===== src/rtl/pixel_pack_pkg.sv =====
// Shared constants for the pixel word packer: FSM encoding and default geometry.
package pixel_pack_pkg;

  localparam int PIX_W_DEF  = 8;
  localparam int LANES_DEF  = 4;
  localparam int ADDR_W_DEF = 16;
  localparam int WORD_W     = PIX_W_DEF * LANES_DEF;

  localparam logic [1:0] ST_IDLE  = 2'd0;
  localparam logic [1:0] ST_FILL  = 2'd1;
  localparam logic [1:0] ST_WRITE = 2'd2;

endpackage


===== src/rtl/pack_addr_counter.sv =====
// Write address counter (load / step by one word, wrapping) and the
// saturating count of words written since the last load.
module pack_addr_counter
  import pixel_pack_pkg::*;
#(
  parameter int ADDR_W = ADDR_W_DEF,
  parameter int LANES  = LANES_DEF
) (
  input  logic              clk,
  input  logic              rst_n,
  input  logic              load,
  input  logic [ADDR_W-1:0] base_addr,
  input  logic              inc,
  output logic [ADDR_W-1:0] addr,
  output logic [15:0]       word_cnt
);

  logic [ADDR_W-1:0] addr_q, addr_d;
  logic [15:0]       cnt_q, cnt_d;

  // Next address and count; the address add wraps naturally at ADDR_W bits.
  always_comb begin
    // NOTE: every combinational output gets a default first so no path leaves it unassigned and infers a latch.
    addr_d = addr_q;
    cnt_d  = cnt_q;
    if (load) begin
      addr_d = base_addr;
      cnt_d  = '0;
    end else if (inc) begin
      addr_d = addr_q + ADDR_W'(LANES);
      if (cnt_q != 16'hFFFF) cnt_d = cnt_q + 16'd1;
    end
  end

  // Counter registers with synchronous active-low reset.
  always_ff @(posedge clk) begin
    // NOTE: state is updated with non-blocking assignments so every flop samples pre-edge values.
    if (!rst_n) begin
      addr_q <= '0;
      cnt_q  <= '0;
    end else begin
      addr_q <= addr_d;
      cnt_q  <= cnt_d;
    end
  end

  assign addr     = addr_q;
  assign word_cnt = cnt_q;

endmodule


===== src/rtl/pixel_word_packer.sv =====
// Packs PIX_W-bit pixels big-endian into PIX_W*LANES-bit words and issues
// one memory write per full word, or a partial word on FLUSH.
module pixel_word_packer
  import pixel_pack_pkg::*;
#(
  parameter int PIX_W  = PIX_W_DEF,
  parameter int LANES  = LANES_DEF,
  parameter int ADDR_W = ADDR_W_DEF
) (
  input  logic                   CLK,
  input  logic                   RESET_N,
  input  logic                   START,
  input  logic [ADDR_W-1:0]      BASE_ADDR,
  input  logic [PIX_W-1:0]       PIX_IN,
  input  logic                   PIX_VALID,
  output logic                   PIX_READY,
  input  logic                   FLUSH,
  output logic                   WR_REQ,
  input  logic                   WR_ACK,
  output logic [PIX_W*LANES-1:0] WR_D,
  output logic [LANES-1:0]       WR_BE,
  output logic [ADDR_W-1:0]      WR_ADDR,
  output logic                   BUSY,
  output logic [15:0]            WORD_CNT
);

  localparam int WW     = PIX_W * LANES;
  localparam int LANE_W = $clog2(LANES + 1);

  logic [1:0]        state_q, state_d;
  logic [LANE_W-1:0] lane_q, lane_d, lane_after;
  logic [WW-1:0]     wr_d_q, wr_d_d;
  logic [LANES-1:0]  wr_be_q, wr_be_d;
  logic              flush_pend_q, flush_pend_d;
  logic              wr_req_q, wr_req_d;
  logic              pix_ready_q, pix_ready_d;
  logic              busy_q, busy_d;
  logic              accept;
  logic              cnt_load, cnt_inc;

  assign accept     = PIX_VALID && pix_ready_q;
  assign lane_after = lane_q + LANE_W'(accept);

  // FSM, lane merge and flush bookkeeping; outputs are registered from the next state.
  always_comb begin
    state_d      = state_q;
    lane_d       = lane_q;
    wr_d_d       = wr_d_q;
    wr_be_d      = wr_be_q;
    flush_pend_d = flush_pend_q;
    cnt_load     = 1'b0;
    cnt_inc      = 1'b0;

    if (START) begin
      state_d      = ST_FILL;
      lane_d       = '0;
      wr_d_d       = '0;
      wr_be_d      = '0;
      flush_pend_d = 1'b0;
      cnt_load     = 1'b1;
    end else begin
      case (state_q)
        ST_FILL: begin
          for (int i = 0; i < LANES; i++) begin
            if (accept && lane_q == LANE_W'(i)) begin
              wr_d_d[WW-1-i*PIX_W -: PIX_W] = PIX_IN;
              wr_be_d[LANES-1-i]            = 1'b1;
            end
          end
          lane_d = lane_after;
          if (lane_after == LANE_W'(LANES)) state_d = ST_WRITE;
          if (FLUSH) begin
            if (lane_after != '0) begin
              state_d      = ST_WRITE;
              flush_pend_d = 1'b1;
            end else begin
              state_d = ST_IDLE;
            end
          end
        end
        ST_WRITE: begin
          if (FLUSH) flush_pend_d = 1'b1;
          if (WR_ACK) begin
            cnt_inc = 1'b1;
            lane_d  = '0;
            wr_d_d  = '0;
            wr_be_d = '0;
            if (flush_pend_q || FLUSH) begin
              state_d      = ST_IDLE;
              flush_pend_d = 1'b0;
            end else begin
              state_d = ST_FILL;
            end
          end
        end
        ST_IDLE: ;
        default: state_d = ST_IDLE;
      endcase
    end

    wr_req_d    = (state_d == ST_WRITE);
    pix_ready_d = (state_d == ST_FILL);
    busy_d      = (state_d != ST_IDLE);
  end

  // State and output registers.
  always_ff @(posedge CLK) begin
    // NOTE: reset is synchronous: RESET_N is only sampled at the clock edge, never in the sensitivity list.
    if (!RESET_N) begin
      state_q      <= ST_IDLE;
      lane_q       <= '0;
      wr_d_q       <= '0;
      wr_be_q      <= '0;
      flush_pend_q <= 1'b0;
      wr_req_q     <= 1'b0;
      pix_ready_q  <= 1'b0;
      busy_q       <= 1'b0;
    end else begin
      state_q      <= state_d;
      lane_q       <= lane_d;
      wr_d_q       <= wr_d_d;
      wr_be_q      <= wr_be_d;
      flush_pend_q <= flush_pend_d;
      wr_req_q     <= wr_req_d;
      pix_ready_q  <= pix_ready_d;
      busy_q       <= busy_d;
    end
  end

  pack_addr_counter #(
    .ADDR_W (ADDR_W),
    .LANES  (LANES)
  ) u_addr (
    .clk       (CLK),
    .rst_n     (RESET_N),
    .load      (cnt_load),
    .base_addr (BASE_ADDR),
    .inc       (cnt_inc),
    .addr      (WR_ADDR),
    .word_cnt  (WORD_CNT)
  );

  assign WR_REQ    = wr_req_q;
  assign PIX_READY = pix_ready_q;
  assign BUSY      = busy_q;
  assign WR_D      = wr_d_q;
  assign WR_BE     = wr_be_q;

endmodule


===== config.mk =====
export PLATFORM = sky130hd
export DESIGN_NAME = pixel_word_packer
export DESIGN_NICKNAME = d
export VERILOG_FILES = /design/src/rtl/pixel_pack_pkg.sv /design/src/rtl/pack_addr_counter.sv /design/src/rtl/pixel_word_packer.sv
export SDC_FILE = /design/constraint.sdc
export NUM_CORES = 1
export LEC_CHECK = 0
export CORE_MARGIN = 2
export CORE_UTILIZATION = 46
export DETAILED_ROUTE_END_ITERATION = 16
export HOLD_SLACK_MARGIN = 0.06
export PLACE_DENSITY_LB_ADDON = 0.05
export REMOVE_ABC_BUFFERS = 1
export SLEW_MARGIN = 20
export SYNTH_ARGS = -nofsm -noshare
export SYNTH_HDL_FRONTEND = slang
export SYNTH_SLANG_ARGS = --single-unit

===== constraint.sdc =====
create_clock -name CLK -period 2.1 [get_ports CLK]
set_input_delay 0.21 -clock CLK [delete_from_list [all_inputs] [get_ports CLK]]
set_output_delay 0.21 -clock CLK [all_outputs]
set_load 0.02 [all_outputs]

==> reports/metrics.cfg, run 1 <==
[cells_and_area]
final_cell_mix=100 x clkdlybuf4s50_1, 77 x dfxtp_1, 54 x nand2_1
drive_above_1_share=0.118
final_util=0.662
syn2layout_area_growth_pct=40.5
diodes=0
layout_commonest_cell=clkdlybuf4s50_1
fin_nets=540
fill_cells=691
design_area_sq_um=5090

[global_route]
grt_pass1_vias=3184
grt_max_degree=54
antenna_found_initial=0
grt_pass1_wl_um=14900
grt-ovfl-total=0
grtUsageTotal=0.215

[clock_network]
htreeDepth=3
clk_latency_ns=0.35
cts_tree=yes
clock_path_buffers=2
post-cts-setup-buffers=0
cts-root-buf=clkbuf_8
clock_sinks=77
numCtsBuffers=9
clk_pin_slew_ns=0.09

[floorplan]
die_area_sq_um=8600
io_pins=101
num_rows=32
start_util=0.471
core_area_sq_um=7690
chipWidth_um=92.7
die_h_um=92.7

[critical_path]
cp.required_ns=2.36
critical_path.cell_chain=and2_1, ha_1, ha_1, buf_4, o21bai_1, o311ai_0, a21o_1, nor4_1
critPathCaptureType=flip-flop
path_buf_inv=1
cp_slowest_cell=dfxtp_1
crit_path_start_kind=flip-flop
path_common_cell=ha_1
cpPeakStageDelay_ns=0.34
critPathArrivalTime_ns=2.19
crit_family=adder cells
worstPathMaxFanout=4
crit_type=reg -> reg

[yosys]
synth_cell_types=58
synth-main-ff-cell=dfxtp_1
syn_area_per_cell_sq_um=9.36
ys_warn_count=0
synth-seq-cells=77
async_flop_share=0
synth_edf_count=0
yosysSeqAreaShare=0.426
syn_area_sq_um=3620
synth_cells=387

[sta]
setup_violations=0
fmax_mhz=518
rsz0062_at_grt=false
finalSetupTns_ns=0
timing.hold.ws_ns=0.457
slew_headroom=0.648
drv_slew=0
fin_skew_ns=0.0116
fin_crit_ns=1.93
tightest_slew_ns=0.524
hold_violations=0
layout_setup_ws_ns=0.170
fin_crit_sh=0.919

[place]
gp_congestion=0.780
pre_cts_slack_ns=-0.203
portBuffers=100
postPlaceCellArea_sq_um=4860
dp_hpwl_um=6340

[routing]
routed_via_density=5.39
dr.pass1.iters=4
ant_nets=0
avgRoutedWirePerCell_um=14.6
wl_um=8910
vias=3282
drtIter0Drc=128
drc_errors=0

[worst_hold_path]
hold_class=in -> reg

[job]
maxCapViolCount=0

[status]
outcome=completed

[power]
cellPowerDensity_nw_per_um2=644
ir_drop_mv=0.415
p_leak_nw=2.01

-- metal layers --
layer / global-route usage / vias to the layer above / part of all wire
met5: 0 / - / 0
met4: 0.0588 / 0 / 0.0098
met2: 0.361 / 76 / 0.48
met3: 0.0602 / 10 / 0.056
li1: - / 1653 / -
met1: 0.271 / 1543 / 0.46
-- stage by stage --
stage	instances	total power, mW
after floorplan	364	1.81
after global placement	593	2.04
after detailed placement	593	2.05
after CTS	609	3.29
after global routing	609	3.41
final	609	3.28
-- state kept, by name, indices dropped and copies added, names as in the netlist --
name and flops:
flush_pend_q 1, u_addr.word_cnt 16, u_addr.addr 16, lane_q 3
state_q 2, WR_REQ 1, WR_BE 4, PIX_READY 1
WR_D 32, BUSY 1
-- where the power goes --
part           switching, mW  internal, mW
clock network          0.590         0.673
logic                  0.227         0.241
registers             0.0384          1.51
total                  0.855          2.42
-- worst paths after layout --
| check | start | endpoint | slack (ns) | cells after the start |
|---|---|---|---|---|
| max | PIX_READY$_SDFF_PN0_ | WR_REQ$_SDFF_PN0_ | 0.17 | 8 |
| min | BASE_ADDR[4] | u_addr.addr[4]$_SDFFE_PN0N_ | 0.46 | 2 |
| max reg2reg | PIX_READY$_SDFF_PN0_ | WR_REQ$_SDFF_PN0_ | 0.17 | 8 |
| min reg2reg | WR_D[0]$_SDFFE_PP0P_ | WR_D[0]$_SDFFE_PP0P_ | 0.46 | 2 |
-- worst register-to-register path: stages, from the launching register on --
cell      delay, ns
dfxtp_1        0.34
and2_1         0.14
ha_1           0.17
ha_1           0.31
buf_4          0.15
o21bai_1       0.12
o311ai_0       0.14
a21o_1         0.22
nor4_1         0.25
-- timing repair --
| action | in CTS | in global routing |
|---|---|---|
| endpoints found under the hold margin | 0 | 0 |
| hold buffers | 0 | 0 |
| setup endpoints to repair | 0 | 5 |
| gates resized for setup | 0 | 2 |
-- final cells by class --
| class | instances | area [sq um] | share of cell area |
|---|---|---|---|
| clock inverters | 7 | 100 | 0.0197 |
| flip-flops and latches | 77 | 1540 | 0.303 |
| inverters | 6 | 22.5 | 0.00443 |
| clock buffers | 9 | 124 | 0.0244 |
| repair buffers | 127 | 1220 | 0.239 |
| multi-input cells | 281 | 1950 | 0.384 |
| well taps | 102 | 128 | 0.0251 |
-- cell families after synthesis --
logic type / count (synthesis) / synth area share
multiplexers: 36 / 0.0999
buffers and inverters: 29 / 0.0370
flip-flops: 77 / 0.426
AND/OR/NAND/NOR: 144 / 0.227
AO/OA/AOI/OAI: 81 / 0.154
XOR/XNOR: 12 / 0.0290
adder cells (fa/ha/maj): 8 / 0.0276
-- synth_stat cells, types with 7 or more instances --
| library cell | number | area (sq um) |
|---|---|---|
| dfxtp_1 | 77 | 1540 |
| nand2_1 | 54 | 203 |
| mux2i_1 | 35 | 350 |
| a21oi_1 | 20 | 100 |
| nand3_1 | 20 | 100 |
| o21ai_0 | 16 | 80.1 |
| clkbuf_1 | 11 | 41.3 |
| ha_1 | 8 | 100 |
| nor2_1 | 8 | 30.0 |
| xor2_1 | 8 | 70.1 |
| and2_1 | 7 | 43.8 |
| buf_2 | 7 | 35.0 |
| nand4_1 | 7 | 43.8 |
| nor2b_1 | 7 | 43.8 |
| o31ai_1 | 7 | 52.6 |
| or4_1 | 7 | 52.6 |
Power figures use the tool's default switching activity.
==> inputs of run 2 (changes only) <==
Settings changed: CTS_BUF_LIST from default to sky130_fd_sc_hd__clkbuf_2 sky130_fd_sc_hd__clkbuf_4 sky130_fd_sc_hd__clkbuf_8, CTS_CLUSTER_DIAMETER from default to 50, MAX_ROUTING_LAYER from default to met4.
==> reports/metrics.cfg, run 2 (synthesized netlist as in run 1, its figures left out) <==
[status]
outcome=completed

[cells_and_area]
drive_above_1_share=0.118
largest_reg_flops=32
syn2layout_area_growth_pct=40.5
layout_commonest_cell=clkdlybuf4s50_1
final_cell_mix=100 x clkdlybuf4s50_1, 77 x dfxtp_1, 54 x nand2_1
fin_nets=540
diodes=0
fill_cells=691
final_util=0.662
stdcell_count=609

[sta]
layout_setup_ws_ns=0.169
rsz0062_at_grt=false
tightest_slew_ns=0.523
fin_skew_ns=0.0108
fmax_mhz=518
drv_slew=0
fin_crit_ns=1.93
hold_violations=0
setup_violations=0
slew_headroom=0.649
finalSetupTns_ns=0
fin_crit_sh=0.919

[critical_path]
critPathCaptureType=flip-flop
crit_path_end=u_addr.word_cnt[4]$_SDFFE_PP0P_
cp.required_ns=2.39
crit_path_start_kind=flip-flop
rrSetupSlack_ns=0.17
crit-reg2reg-capture=u_addr.word_cnt[4]$_SDFFE_PP0P_
worstPathMaxFanout=7
r2r_cells=6
critPathArrivalTime_ns=2.22
cp-startpoint=state_q[0]$_SDFF_PN0_
r2r-start=state_q[0]$_SDFF_PN0_
crit_type=reg -> reg

[floorplan]
die_h_um=92.7
core_area_sq_um=7690
chipWidth_um=92.7
die_area_sq_um=8600
start_util=0.471
num_rows=32
io_pins=101

[routing]
routed_via_density=5.41
wl_um=8900
ant_nets=0
drc_errors=0
drtIter0Drc=120
vias=3293
avgRoutedWirePerCell_um=14.6
dr.pass1.iters=4

[job]
maxCapViolCount=0

[power]
p_leak_nw=2.01
ir_drop_mv=0.412
cellPowerDensity_nw_per_um2=644
power_mw=3.28

[place]
gp_congestion=0.791
portBuffers=100
dp_cells=593
dp_hpwl_um=6340
pre_cts_slack_ns=-0.203

[clock_network]
clock_sinks=77
cts_tree=yes
htreeDepth=3
numCtsBuffers=9
clk_latency_ns=0.36
clock_path_buffers=2
holdBufCountCts=0
clk_pin_slew_ns=0.09
cts-resized-gates=0
cts-root-buf=clkbuf_8
post-cts-setup-buffers=0

[global_route]
antenna_found_initial=0
grt-ovfl-total=0
grt_pass1_wl_um=14900
grtUsageTotal=0.221
grt_pass1_vias=3189
grt_max_degree=54

[worst_hold_path]
hold_class=in -> reg

run 2: cell counts in the layout (fill, tap and decap cells not counted):
Identical to the previous run, type by type.
run 2: power breakdown:
group | switching, mW | leakage, nW | internal, mW
sequential | 0.0385 | 0.627 | 1.51
clock | 0.590 | 0.102 | 0.672
combinational | 0.228 | 1.28 | 0.241
run 2: worst min path at each step:
stage                              start                     endpoint  slack (ns)  depth (start not counted)
global route                BASE_ADDR[4]  u_addr.addr[4]$_SDFFE_PN0N_        0.45                          2
finish                      BASE_ADDR[4]  u_addr.addr[4]$_SDFFE_PN0N_        0.45                          2
detailed placement  WR_D[0]$_SDFFE_PP0P_         WR_D[0]$_SDFFE_PP0P_        0.45                          2
floorplan                        RESET_N  u_addr.addr[3]$_SDFFE_PN0N_        0.33                          1
global placement    WR_D[9]$_SDFFE_PP0P_         WR_D[9]$_SDFFE_PP0P_        0.45                          2
CTS                         BASE_ADDR[4]  u_addr.addr[4]$_SDFFE_PN0N_        0.45                          2
run 2: metal layers:
layer	vias to the layer above	global-route usage	part of all wire
li1	1654	-	-
met1	1563	0.273	0.47
met2	67	0.361	0.48
met3	9	0.0659	0.047
met4	0	0.0478	0.0082
met5	-	-	0
run 2: stage by stage:
| step | hold slack (ns) | instance area, sq um |
|---|---|---|
| after floorplan | 0.332 | 3510 |
| after global placement | 0.446 | 4860 |
| after detailed placement | 0.452 | 4860 |
| after CTS | 0.452 | 5080 |
| after global routing | 0.451 | 5090 |
| final | 0.454 | 5090 |
run 2: final cells by class:
cell class	count	area (sq um)	area share
clock buffer	9	124	0.0244
multi-input combinational	281	1950	0.384
clock inverter	7	100	0.0197
inverter	6	22.5	0.00443
timing repair buffer	127	1220	0.239
tap	102	128	0.0251
sequential	77	1540	0.303
run 2: worst max-delay path, stage by stage (launching register included):
cell	delay [ns]
dfxtp_1	0.35
inv_1	0.10
ha_1	0.25
and2_1	0.29
nand2_1	0.20
or4_1	0.53
a21oi_1	0.14
==> inputs of run 3 (changes only) <==
Settings changed: HOLD_SLACK_MARGIN 0.06 to 0.08.
==> results of run 3 <==
Same layout as run 2: the final DEF is identical, and so are final timing and power.
